--- src/rtl/uart_tx_sequencer.sv ---
// MMIO bus master that configures a UART and streams buffered bytes into its
// data-out register, polling the status register for TX-ready before each byte.
module uart_tx_sequencer #(
  parameter logic [2:0]  DEVICE_ADDRESS = 3'b011,
  parameter int unsigned FIFO_DEPTH     = 8,
  parameter int unsigned POLL_LIMIT     = 255
) (
  input  logic                         clk,
  input  logic                         rst,
  input  logic                         cfg_start,
  input  logic [15:0]                  cfg_cdiv,
  input  logic [7:0]                   cfg_cr,
  input  logic                         flush,
  input  logic [7:0]                   wr_data,
  input  logic                         wr_valid,
  output logic                         wr_ready,
  output logic [2:0]                   device_select,
  output logic [15:0]                  mmio_addr,
  output logic [7:0]                   mmio_data_out,
  input  logic [7:0]                   mmio_data_in,
  output logic                         mmio_wr,
  output logic                         mmio_rd,
  output logic                         configured,
  output logic                         busy,
  output logic                         timeout,
  output logic [$clog2(FIFO_DEPTH):0]  fifo_level
);

  localparam int unsigned AW = $clog2(FIFO_DEPTH);
  localparam logic [AW:0] LEVEL_FULL = FIFO_DEPTH[AW:0];
  localparam logic [7:0]  POLL_LAST  = POLL_LIMIT[7:0];

  localparam logic [15:0] REG_CR     = 16'h0000;
  localparam logic [15:0] REG_SR     = 16'h0001;
  localparam logic [15:0] REG_CDIV_H = 16'h0002;
  localparam logic [15:0] REG_CDIV_L = 16'h0003;
  localparam logic [15:0] REG_DO     = 16'h0005;

  typedef enum logic [2:0] {
    S_IDLE, S_CFG_H, S_CFG_L, S_CFG_CR, S_READY, S_POLL_RD, S_POLL_WAIT, S_WRITE_DO
  } state_t;

  state_t        state;
  logic [7:0]    mem [FIFO_DEPTH];
  logic [AW-1:0] wr_ptr, rd_ptr;
  logic [7:0]    cdiv_l_q, cr_q, poll_cnt;
  logic          fifo_empty, push, pop, last_poll, tx_ready;
  logic          unused_sr_bits;

  assign tx_ready       = mmio_data_in[1];
  assign unused_sr_bits = ^{mmio_data_in[7:2], mmio_data_in[0]};
  assign fifo_empty     = (fifo_level == '0);
  assign wr_ready       = (fifo_level != LEVEL_FULL);
  assign busy           = (state != S_IDLE) && (state != S_READY);
  assign last_poll      = ((poll_cnt + 8'd1) == POLL_LAST);
  assign push           = wr_valid && wr_ready && !flush;
  assign pop            = !flush && ((state == S_WRITE_DO) ||
                          (state == S_POLL_WAIT && !tx_ready && last_poll));

  always_ff @(posedge clk) begin
    if (push) mem[wr_ptr] <= wr_data;
  end

  always_ff @(posedge clk or posedge rst) begin
    if (rst) begin
      wr_ptr     <= '0;
      rd_ptr     <= '0;
      fifo_level <= '0;
    end else if (flush) begin
      wr_ptr     <= '0;
      rd_ptr     <= '0;
      fifo_level <= '0;
    end else begin
      if (push) wr_ptr <= wr_ptr + 1'b1;
      if (pop)  rd_ptr <= rd_ptr + 1'b1;
      case ({push, pop})
        2'b10:   fifo_level <= fifo_level + 1'b1;
        2'b01:   fifo_level <= fifo_level - 1'b1;
        default: fifo_level <= fifo_level;
      endcase
    end
  end

  // Bus strobes are loaded on the edge that enters the state owning the access,
  // so each access is visible for exactly the cycle spent in that state.
  always_ff @(posedge clk or posedge rst) begin
    if (rst) begin
      state         <= S_IDLE;
      device_select <= '0;
      mmio_addr     <= '0;
      mmio_data_out <= '0;
      mmio_wr       <= 1'b0;
      mmio_rd       <= 1'b0;
      configured    <= 1'b0;
      timeout       <= 1'b0;
      poll_cnt      <= '0;
      cdiv_l_q      <= '0;
      cr_q          <= '0;
    end else begin
      device_select <= '0;
      mmio_addr     <= '0;
      mmio_data_out <= '0;
      mmio_wr       <= 1'b0;
      mmio_rd       <= 1'b0;
      case (state)
        S_IDLE, S_READY: begin
          if (cfg_start) begin
            state         <= S_CFG_H;
            cdiv_l_q      <= cfg_cdiv[7:0];
            cr_q          <= cfg_cr | 8'h01;
            device_select <= DEVICE_ADDRESS;
            mmio_addr     <= REG_CDIV_H;
            mmio_data_out <= cfg_cdiv[15:8];
            mmio_wr       <= 1'b1;
          end else if (state == S_READY && !fifo_empty && !flush) begin
            state         <= S_POLL_RD;
            poll_cnt      <= '0;
            device_select <= DEVICE_ADDRESS;
            mmio_addr     <= REG_SR;
            mmio_rd       <= 1'b1;
          end
        end
        S_CFG_H: begin
          state         <= S_CFG_L;
          device_select <= DEVICE_ADDRESS;
          mmio_addr     <= REG_CDIV_L;
          mmio_data_out <= cdiv_l_q;
          mmio_wr       <= 1'b1;
        end
        S_CFG_L: begin
          state         <= S_CFG_CR;
          device_select <= DEVICE_ADDRESS;
          mmio_addr     <= REG_CR;
          mmio_data_out <= cr_q;
          mmio_wr       <= 1'b1;
        end
        S_CFG_CR: begin
          state      <= S_READY;
          configured <= 1'b1;
        end
        S_POLL_RD: begin
          state <= flush ? S_READY : S_POLL_WAIT;
        end
        S_POLL_WAIT: begin
          if (flush) begin
            state <= S_READY;
          end else if (tx_ready) begin
            state         <= S_WRITE_DO;
            device_select <= DEVICE_ADDRESS;
            mmio_addr     <= REG_DO;
            mmio_data_out <= mem[rd_ptr];
            mmio_wr       <= 1'b1;
          end else if (last_poll) begin
            state   <= S_READY;
            timeout <= 1'b1;
          end else begin
            state         <= S_POLL_RD;
            poll_cnt      <= poll_cnt + 8'd1;
            device_select <= DEVICE_ADDRESS;
            mmio_addr     <= REG_SR;
            mmio_rd       <= 1'b1;
          end
        end
        S_WRITE_DO: begin
          state <= S_READY;
        end
        default: state <= S_IDLE;
      endcase
    end
  end

endmodule

--- config.mk ---
export PLATFORM = sky130hd
export DESIGN_NAME = uart_tx_sequencer
export DESIGN_NICKNAME = d
export VERILOG_FILES = /design/src/rtl/uart_tx_sequencer.sv
export SDC_FILE = /design/constraint.sdc
export NUM_CORES = 1
export LEC_CHECK = 0
export BUFFER_PORTS_ARGS = -buffer_cell sky130_fd_sc_hd__buf_4
export CAP_MARGIN = 10
export CELL_PAD_IN_SITES_DETAIL_PLACEMENT = 0
export CELL_PAD_IN_SITES_GLOBAL_PLACEMENT = 2
export CORE_MARGIN = 5
export CORE_UTILIZATION = 42
export CTS_CLUSTER_SIZE = 14
export DETAILED_ROUTE_END_ITERATION = 6
export PLACE_DENSITY_LB_ADDON = 0.1
export SLEW_MARGIN = 5
export SYNTH_ARGS = -nofsm -noshare
export SYNTH_HDL_FRONTEND = slang
export SYNTH_SLANG_ARGS = --single-unit
--- constraint.sdc ---
create_clock -name clk -period 6.17 [get_ports clk]
set_clock_uncertainty 0.05 [all_clocks]
set_input_delay 0 -clock clk [delete_from_list [all_inputs] [get_ports clk]]
set_output_delay 0 -clock clk [all_outputs]
set_load 0.05 [all_outputs]
==> results.toml, run 1 <==
[place]
place_area_um2 = 5620
gp_congestion = 0.690
io_buffer_count = 59
dp.cells = 539
dp_hpwl_um = 6640

[setup_path]
cp-start-kind = "flip-flop"
critPathKind = "flip-flop to flip-flop"
reg2reg_slack_ns = 2.93
crit_family = "simple AND/OR/NAND/NOR gates"
path_cells = "ha_1, nor2b_1, nand4_1, a21oi_2, o21bai_4, nor3_1, ha_1, a21o_1, a21oi_1, nor2_1, mux2i_1, mux2_2"
cpPeakStageDelay_ns = 0.44
path_buf_inv = 0
critPathSlowestCell = "dfrtp_1"
timing.critical_path.mode_cell = "ha_1"
critPathMaxFanout = 7
crit_required_ns = 6.42
arrival_ns = 3.49
critPathCaptureType = "flip-flop"

[min_path]
hold_class = "input pin to async pin"

[clock_tree]
clockRootBuffer = "clkbuf_16"
cts.htree.levels = 4
insertion_delay_ns = 0.42
cts_sinks = 117
clk_pin_slew_worst_paths_ns = 0.06
clock_tree.buffer_depth = 2
cts-buffers-inserted = 17
cts_setup_buffers = 0
cts_tree = "yes"

[power_and_ir_drop]
powerDensity_nw_per_um2 = 408
peakVddDrop_v = 0.000289
p_leak_nw = 2.63

[timing]
relSlewSlack_pct = 32.1
timing.hold.ws_ns = 0.273
tightest_slew_ns = 1.01
finalHoldViolCount = 0
grt_setup_unrepaired = "false"
tns_ns = 0
fin_crit_sh_pct = 52.5
final_max_slew_viol_count = 0
setup_violations = 0
max_freq_ghz = 0.309
min_period_ns = 3.24

[drt]
drtPass1Iterations = 5
drtAntennaViolNets = 0
drc = 0
vias = 3074
wirelength_um = 10600
routedWlPerCell_um = 17.4
routed_via_density = 5.06
drtIter0Drc = 363

[die]
dieWidth_um = 120
initial_core_util_pct = 42.5
die_area_um2 = 14300
rows = 40
dieHeight_um = 120
num_io_pins = 82
core-area_um2 = 11900

[global_routing]
antenna_found_initial = 0
grt_pass1_wl_um = 16900
grt_pass1_vias = 3066
use_met3_pct = 5.51
grt_usage_pct = 15.9
top_usage_layer = "met2"
grt_max_degree = 54
grtUsageMet1_pct = 21.9
globalRouteOverflowTotal = 0
use_met2_pct = 23.2

[synthesis]
yosysUniqueCellTypes = 54
yosys-top-cells-count = "64 x edfxtp_1, 53 x dfrtp_1, 23 x nor2_1, 21 x o21ai_0"
yosysMostFrequentCell = "edfxtp_1"
synth-warning-count = 0
synthCells = 345
ys_top_cells_by_area = "edfxtp_1 38%, dfrtp_1 26%, mux4_2 7.1%"
synth-seq-area-share_pct = 64.2
yosys_most_used_dff = "edfxtp_1"
syn_area_per_cell_um2 = 14.7
async_flop_share_pct = 45.3
ys_seq_elements = 117
yosys.area.top_type = "edfxtp_1"
synth_area_um2 = 5060
synth_edf_count = 64
synthDominantCellAreaShare_pct = 38.0

[finish]
layout.nets = 499
syn_to_final_growth_pct = 29.6
final_util_pct = 55.1
finalNonFillerCells = 607
finish.instance_area_um2 = 6560
antenna_cells = 0
final_layout_size_suffix_gt1_share_pct = 31.3

[run]
drv_cap = 0

[status]
outcome = "finished clean"
[worst reg2reg max path, cell delays in order (launching register included)]
cell      delay, ns
dfrtp_1        0.44
ha_1           0.24
nor2b_1        0.19
nand4_1        0.17
a21oi_2        0.28
o21bai_4       0.13
nor3_1         0.40
ha_1           0.32
a21o_1         0.17
a21oi_1        0.18
nor2_1         0.06
mux2i_1        0.16
mux2_2         0.34
[path summary, 6_finish.rpt]
check                            startpoint       endpoint  cells after the start
max in group asynchronous               rst      wr_ptr[1]                      4
worst max register to register  poll_cnt[0]  fifo_level[3]                     12
worst min register to register      cr_q[0]        cr_q[0]                      1
worst min-delay path                    rst        cr_q[6]                      4
min in group clk                cfg_cdiv[3]    cdiv_l_q[3]                      3
worst max-delay path            poll_cnt[0]  fifo_level[3]                     12
[placed cells by master (no fill, tap or decap), drive strengths merged, types with 7 or more instances in the layout]
| cell | count |
|---|---|
| nor2b | 7 |
| nand3 | 8 |
| dlygate4sd3 | 36 |
| a222oi | 8 |
| o21ai | 21 |
| nor3 | 7 |
| inv | 17 |
| mux2i | 11 |
| edfxtp | 64 |
| nor2 | 23 |
| dfrtp | 53 |
| clkbuf | 17 |
| mux4 | 16 |
| buf | 64 |
| mux2 | 18 |
| nand2 | 14 |
| conb | 14 |
[cells by family (layout without fill, tap and decap cells)]
family	Yosys count	after routing	synth area share, %
other	1	14	0.0741
AND/OR/NAND/NOR	83	83	8.50
multiplexers	45	45	13.3
AO/OA/AOI/OAI	48	48	6.70
adder cells (fa/ha/maj)	7	7	1.88
flip-flops	117	117	64.2
XOR/XNOR	7	7	1.36
buffers and inverters	37	139	4.03
[cell type report]
class	instances	area (µm²)
clock buffer	17	425
clock inverter	15	161
fill	988	5350
inverter	7	26.3
multi-input combinational	204	1680
sequential	117	3250
tap	147	184
timing repair buffer	100	841
[flip-flops by register name (all words and copies together) (netlist names), 3 cells and up]
| register | flops |
|---|---|
| mmio_data_out | 8 |
| rd_ptr | 3 |
| mmio_addr | 3 |
| cr_q | 8 |
| state | 3 |
| cdiv_l_q | 8 |
| mem | 64 |
| wr_ptr | 3 |
| fifo_level | 4 |
| poll_cnt | 8 |
[metrics by stage]
stage,total power [mW],setup WS [ns]
global route,2.81,2.65
finish,2.68,2.93
detailed placement,1.72,2.96
CTS,2.71,2.92
floorplan,1.53,2.96
global placement,1.71,2.98
[layer usage]
metal,wire length (µm),vias up
met4,165,0
met3,452,13
met1,5050,1514
li1,-,1483
met2,4910,64
met5,0,-
[power breakdown]
group	total (mW)	switching (mW)	leakage (nW)	internal (mW)
Clock	0.966	0.393	0.281	0.573
Sequential	1.04	0.0922	1.25	0.946
Combinational	0.673	0.401	1.10	0.272
Total	2.68	0.886	2.63	1.79
[repair_timing]
item                      in CTS  in global routing
hold buffers                  36                  0
hold endpoints to repair     163                  0
resized for setup              0                  0
(Power assumes the default switching activity.)
==> run 2, diff against run 1 <==
Settings changed: CORE_UTILIZATION 42 to 39.
Clock period 6.17 ns to 3.2 ns, I/O delays scaled along.
==> results.toml, run 2 (same netlist as run 1, synthesis figures left out) <==
[die]
die_area_um2 = 15400
initial_core_util_pct = 40.0
dieWidth_um = 124
num_io_pins = 82
rows = 41
dieHeight_um = 124
core-area_um2 = 12700

[setup_path]
arrival_ns = 3.14
path_cells = "inv_1, ha_1, and3_1, o2111ai_2, a21oi_2, o21bai_4, nor3_2, ha_1, a21o_1, a21oi_1, nor2_1, mux2i_1, mux2_2"
path_buf_inv = 1
crit_required_ns = 3.44
critPathKind = "flip-flop to flip-flop"
cpPeakStageDelay_ns = 0.43
timing.critical_path.mode_cell = "ha_1"
critPathCaptureType = "flip-flop"
cp-start-kind = "flip-flop"
critPathSlowestCell = "dfrtp_1"
crit_family = "compound AO/OA/AOI/OAI gates"
critPathMaxFanout = 7

[timing]
fin_crit_sh_pct = 90.7
finalHoldViolCount = 0
max_freq_ghz = 0.345
final_max_slew_viol_count = 0
setup_violations = 0
tns_ns = 0
tightest_slew_ns = 0.788
min_period_ns = 2.90
grt_setup_unrepaired = "false"
relSlewSlack_pct = 47.4

[clock_tree]
insertion_delay_ns = 0.41
clk_pin_slew_worst_paths_ns = 0.05
cts_tree = "yes"
cts_sinks = 117
cts-buffers-inserted = 17
cts.htree.levels = 4
clock_tree.buffer_depth = 2
clockRootBuffer = "clkbuf_16"

[status]
outcome = "finished clean"

[finish]
final_cell_mix = "78 x buf_4, 64 x edfxtp_1, 53 x dfrtp_1, 35 x dlygate4sd3_1, 22 x nor2_1"
layout.nets = 512
final_common_cell = "buf_4"
antenna_cells = 0
final_layout_size_suffix_gt1_share_pct = 33.0
fill_cells = 1057
regMostFlops = "mem"
syn_to_final_growth_pct = 31.9
largest_register_ffs = 64

[power_and_ir_drop]
total_power_mw = 5.17
peakVddDrop_v = 0.000496
p_leak_nw = 2.69
powerDensity_nw_per_um2 = 774

[global_routing]
antenna_found_initial = 0
grt_pass1_vias = 3121
globalRouteOverflowTotal = 0
grt_usage_pct = 14.8
grt_pass1_wl_um = 16700
grt_max_degree = 37

[drt]
routed_via_density = 4.86
drtAntennaViolNets = 0
drc = 0
drtIter0Drc = 244
vias = 3137
drtPass1Iterations = 5
routedWlPerCell_um = 16.3
wirelength_um = 10500

[min_path]
hold_class = "input pin to flip-flop"

[run]
drv_cap = 0

[place]
dp_hpwl_um = 6980
gp_congestion = 0.760
io_buffer_count = 59
[run 2: tightest hold or removal path, stage by stage]
cell,delay (ns)
buf_4,0.08
nand2_1,0.19
nand2_1,0.13
a21oi_1,0.06
[run 2: routing by layer]
layer | global-route usage [%] | share of wire (%) | up-vias
li1 | - | - | 1505
met5 | 0 | 0 | -
met3 | 4.90 | 5.5 | 9
met2 | 22.9 | 47 | 82
met1 | 19.6 | 46 | 1541
met4 | 5.07 | 1.1 | 0
[run 2: timing repair]
action,in CTS,in global routing
buffers inserted,0,1
resized for setup,0,1
endpoints found under the hold margin,142,0
endpoints found under the setup margin,0,1
hold buffers,35,0
[run 2: worst paths after layout]
check                            start  slack (ns)             to  cells past startpoint
setup / recovery           poll_cnt[0]        0.30  fifo_level[3]                     13
hold / removal                wr_valid        0.04      wr_ptr[1]                      4
setup reg to reg           poll_cnt[0]        0.30  fifo_level[3]                     13
hold reg to reg                cr_q[0]        0.42        cr_q[0]                      1
max in group asynchronous          rst        2.12      rd_ptr[1]                      4
min in group asynchronous          rst        0.25        cr_q[4]                      3
[run 2: power breakdown]
part / internal (mW) / switching [mW] / total, mW
Sequential: 1.83 / 0.162 / 1.99
Combinational: 0.555 / 0.790 / 1.34
Clock: 1.15 / 0.687 / 1.84
Total: 3.53 / 1.64 / 5.17
[run 2: stage by stage]
stage	utilization, %	setup WS [ns]	instance area, µm²	std cells	hold slack (ns)
floorplan	-	0.104	5110	358	0.0489
global placement	45.2	0.241	5730	577	0.144
detailed placement	45.2	0.178	5730	577	0.144
CTS	52.6	0.170	6670	644	0.0307
global route	52.7	0.0474	6680	645	0.0897
finish	52.7	0.298	6680	645	0.0437
[run 2: layout make-up]
| cell class | count | area (µm²) | share of cell area, % |
|---|---|---|---|
| Timing Repair Buffer | 113 | 936 | 14.0 |
| Sequential cell | 117 | 3250 | 48.6 |
| Tap cell | 172 | 215 | 3.22 |
| Inverter | 7 | 26.3 | 0.393 |
| Clock buffer | 18 | 429 | 6.43 |
| Clock inverter | 14 | 154 | 2.30 |
| Multi-Input combinational cell | 204 | 1670 | 25.0 |
==> run 3, diff against run 2 <==
Settings changed: CORE_MARGIN 5 to 4.
==> results.toml, run 3 (same netlist as run 1, synthesis figures left out) <==
[clock_tree]
cts.htree.levels = 4
cts-buffers-inserted = 17
cts_tree = "yes"
cts_sinks = 117
clk_pin_slew_worst_paths_ns = 0.06
clock_tree.buffer_depth = 2
clockRootBuffer = "clkbuf_16"
insertion_delay_ns = 0.41

[global_routing]
globalRouteOverflowTotal = 0
grt_usage_pct = 15.5
grt_pass1_wl_um = 17100
grt_pass1_vias = 3326
antenna_found_initial = 0
grt_max_degree = 34

[run]
drv_cap = 0

[status]
outcome = "finished clean"

[finish]
fill_cells = 1089
regMostFlops = "mem"
antenna_cells = 0
largest_register_ffs = 64
final_common_cell = "buf_4"
layout.nets = 512
syn_to_final_growth_pct = 31.2
final_layout_size_suffix_gt1_share_pct = 33.4
finalNonFillerCells = 645
final_cell_mix = "78 x buf_4, 64 x edfxtp_1, 52 x dfrtp_1, 35 x dlygate4sd3_1, 22 x nor2_1"
finish.instance_area_um2 = 6640

[setup_path]
crit_required_ns = 3.45
critPathKind = "flip-flop to flip-flop"
critPathCaptureType = "flip-flop"
cp-start-kind = "flip-flop"
arrival_ns = 3.17
r2r_cells = 13
critPathMaxFanout = 7

[die]
dieHeight_um = 122
num_io_pins = 82
rows = 41
core-area_um2 = 12700
initial_core_util_pct = 40.0
dieWidth_um = 122
die_area_um2 = 14900

[place]
dp.cells = 577
dp_hpwl_um = 7030
place_area_um2 = 5730
gp_congestion = 0.753
pre_cts_slack_ns = 0.173
io_buffer_count = 59

[timing]
fin_crit_sh_pct = 91.3
setup_slack_ns = 0.278
grt_setup_unrepaired = "false"
min_period_ns = 2.92
tightest_slew_ns = 0.834
tns_ns = 0
final_max_slew_viol_count = 0
setup_violations = 0
max_freq_ghz = 0.342
finalHoldViolCount = 0
relSlewSlack_pct = 44.4

[power_and_ir_drop]
total_power_mw = 5.05
peakVddDrop_v = 0.000378
p_leak_nw = 2.67
powerDensity_nw_per_um2 = 760

[drt]
wirelength_um = 10500
vias = 3106
drtIter0Drc = 235
drtPass1Iterations = 4
drc = 0
routed_via_density = 4.82
routedWlPerCell_um = 16.3
drtAntennaViolNets = 0

[min_path]
hold_depth = 4
hold_class = "input pin to flip-flop"
==> run 3: cell count changes in the layout (fill, tap and decap cells not counted), sizes merged <==
cell / change
inv: +4
clkbuf: -1
clkinvlp: -1
bufinv: -2
==> run 3: timing repair <==
item | CTS | global route
endpoints found under the hold margin | 139 | 0
hold buffers | 35 | 0
buffers inserted | 0 | 1
resized for setup | 0 | 3
setup endpoints to repair | 0 | 1
==> run 3: path summary, 6_finish.rpt <==
path / startpoint / slack [ns] / endpoint
min: wr_valid / 0.04 / wr_ptr[1]
max reg2reg: poll_cnt[0] / 0.28 / fifo_level[3]
min reg2reg: cr_q[0] / 0.43 / cr_q[0]
max in group asynchronous: rst / 2.11 / poll_cnt[0]
min in group asynchronous: rst / 0.22 / mmio_wr
max: poll_cnt[0] / 0.28 / fifo_level[3]
==> run 3: per-stage QoR <==
step / hold WS (ns) / utilization, %
3_5_place_dp: 0.121 / 45.2
4_1_cts: 0.0259 / 52.3
2_1_floorplan: 0.0489 / -
3_3_place_gp: 0.110 / 45.2
6_report: 0.0434 / 52.4
5_1_grt: 0.0466 / 52.4
==> run 3: critical path: stages, from the launching register on <==
cell	delay, ns
dfrtp_2	0.44
inv_1	0.07
ha_1	0.13
and3_1	0.20
o2111ai_2	0.16
a21oi_2	0.26
o21bai_4	0.13
nor3_2	0.21
ha_1	0.26
a21o_1	0.18
a21oi_1	0.17
nor2_1	0.06
mux2i_1	0.16
mux2_2	0.34
==> run 3: cell type report <==
class	instances	area, µm²	share of cell area, %
inverter	7	26.3	0.396
timing repair buffer	113	936	14.1
tap	172	215	3.24
multi-input combinational	204	1670	25.2
clock inverter	15	119	1.79
sequential	117	3250	48.9
clock buffer	17	425	6.40
==> run 3: per-layer routing <==
layer,track usage [%],vias up,wire length (µm)
met4,6.51,0,133
met3,4.64,11,513
met1,20.1,1525,4780
li1,-,1502,-
met5,0,-,0
met2,24.4,68,5080
==> run 3: power by group <==
group | total (mW) | leakage, nW | internal, mW | switching (mW)
clock network | 1.71 | 0.265 | 1.00 | 0.711
registers | 2.00 | 1.25 | 1.83 | 0.178
logic | 1.33 | 1.16 | 0.552 | 0.776
total | 5.05 | 2.67 | 3.38 | 1.66
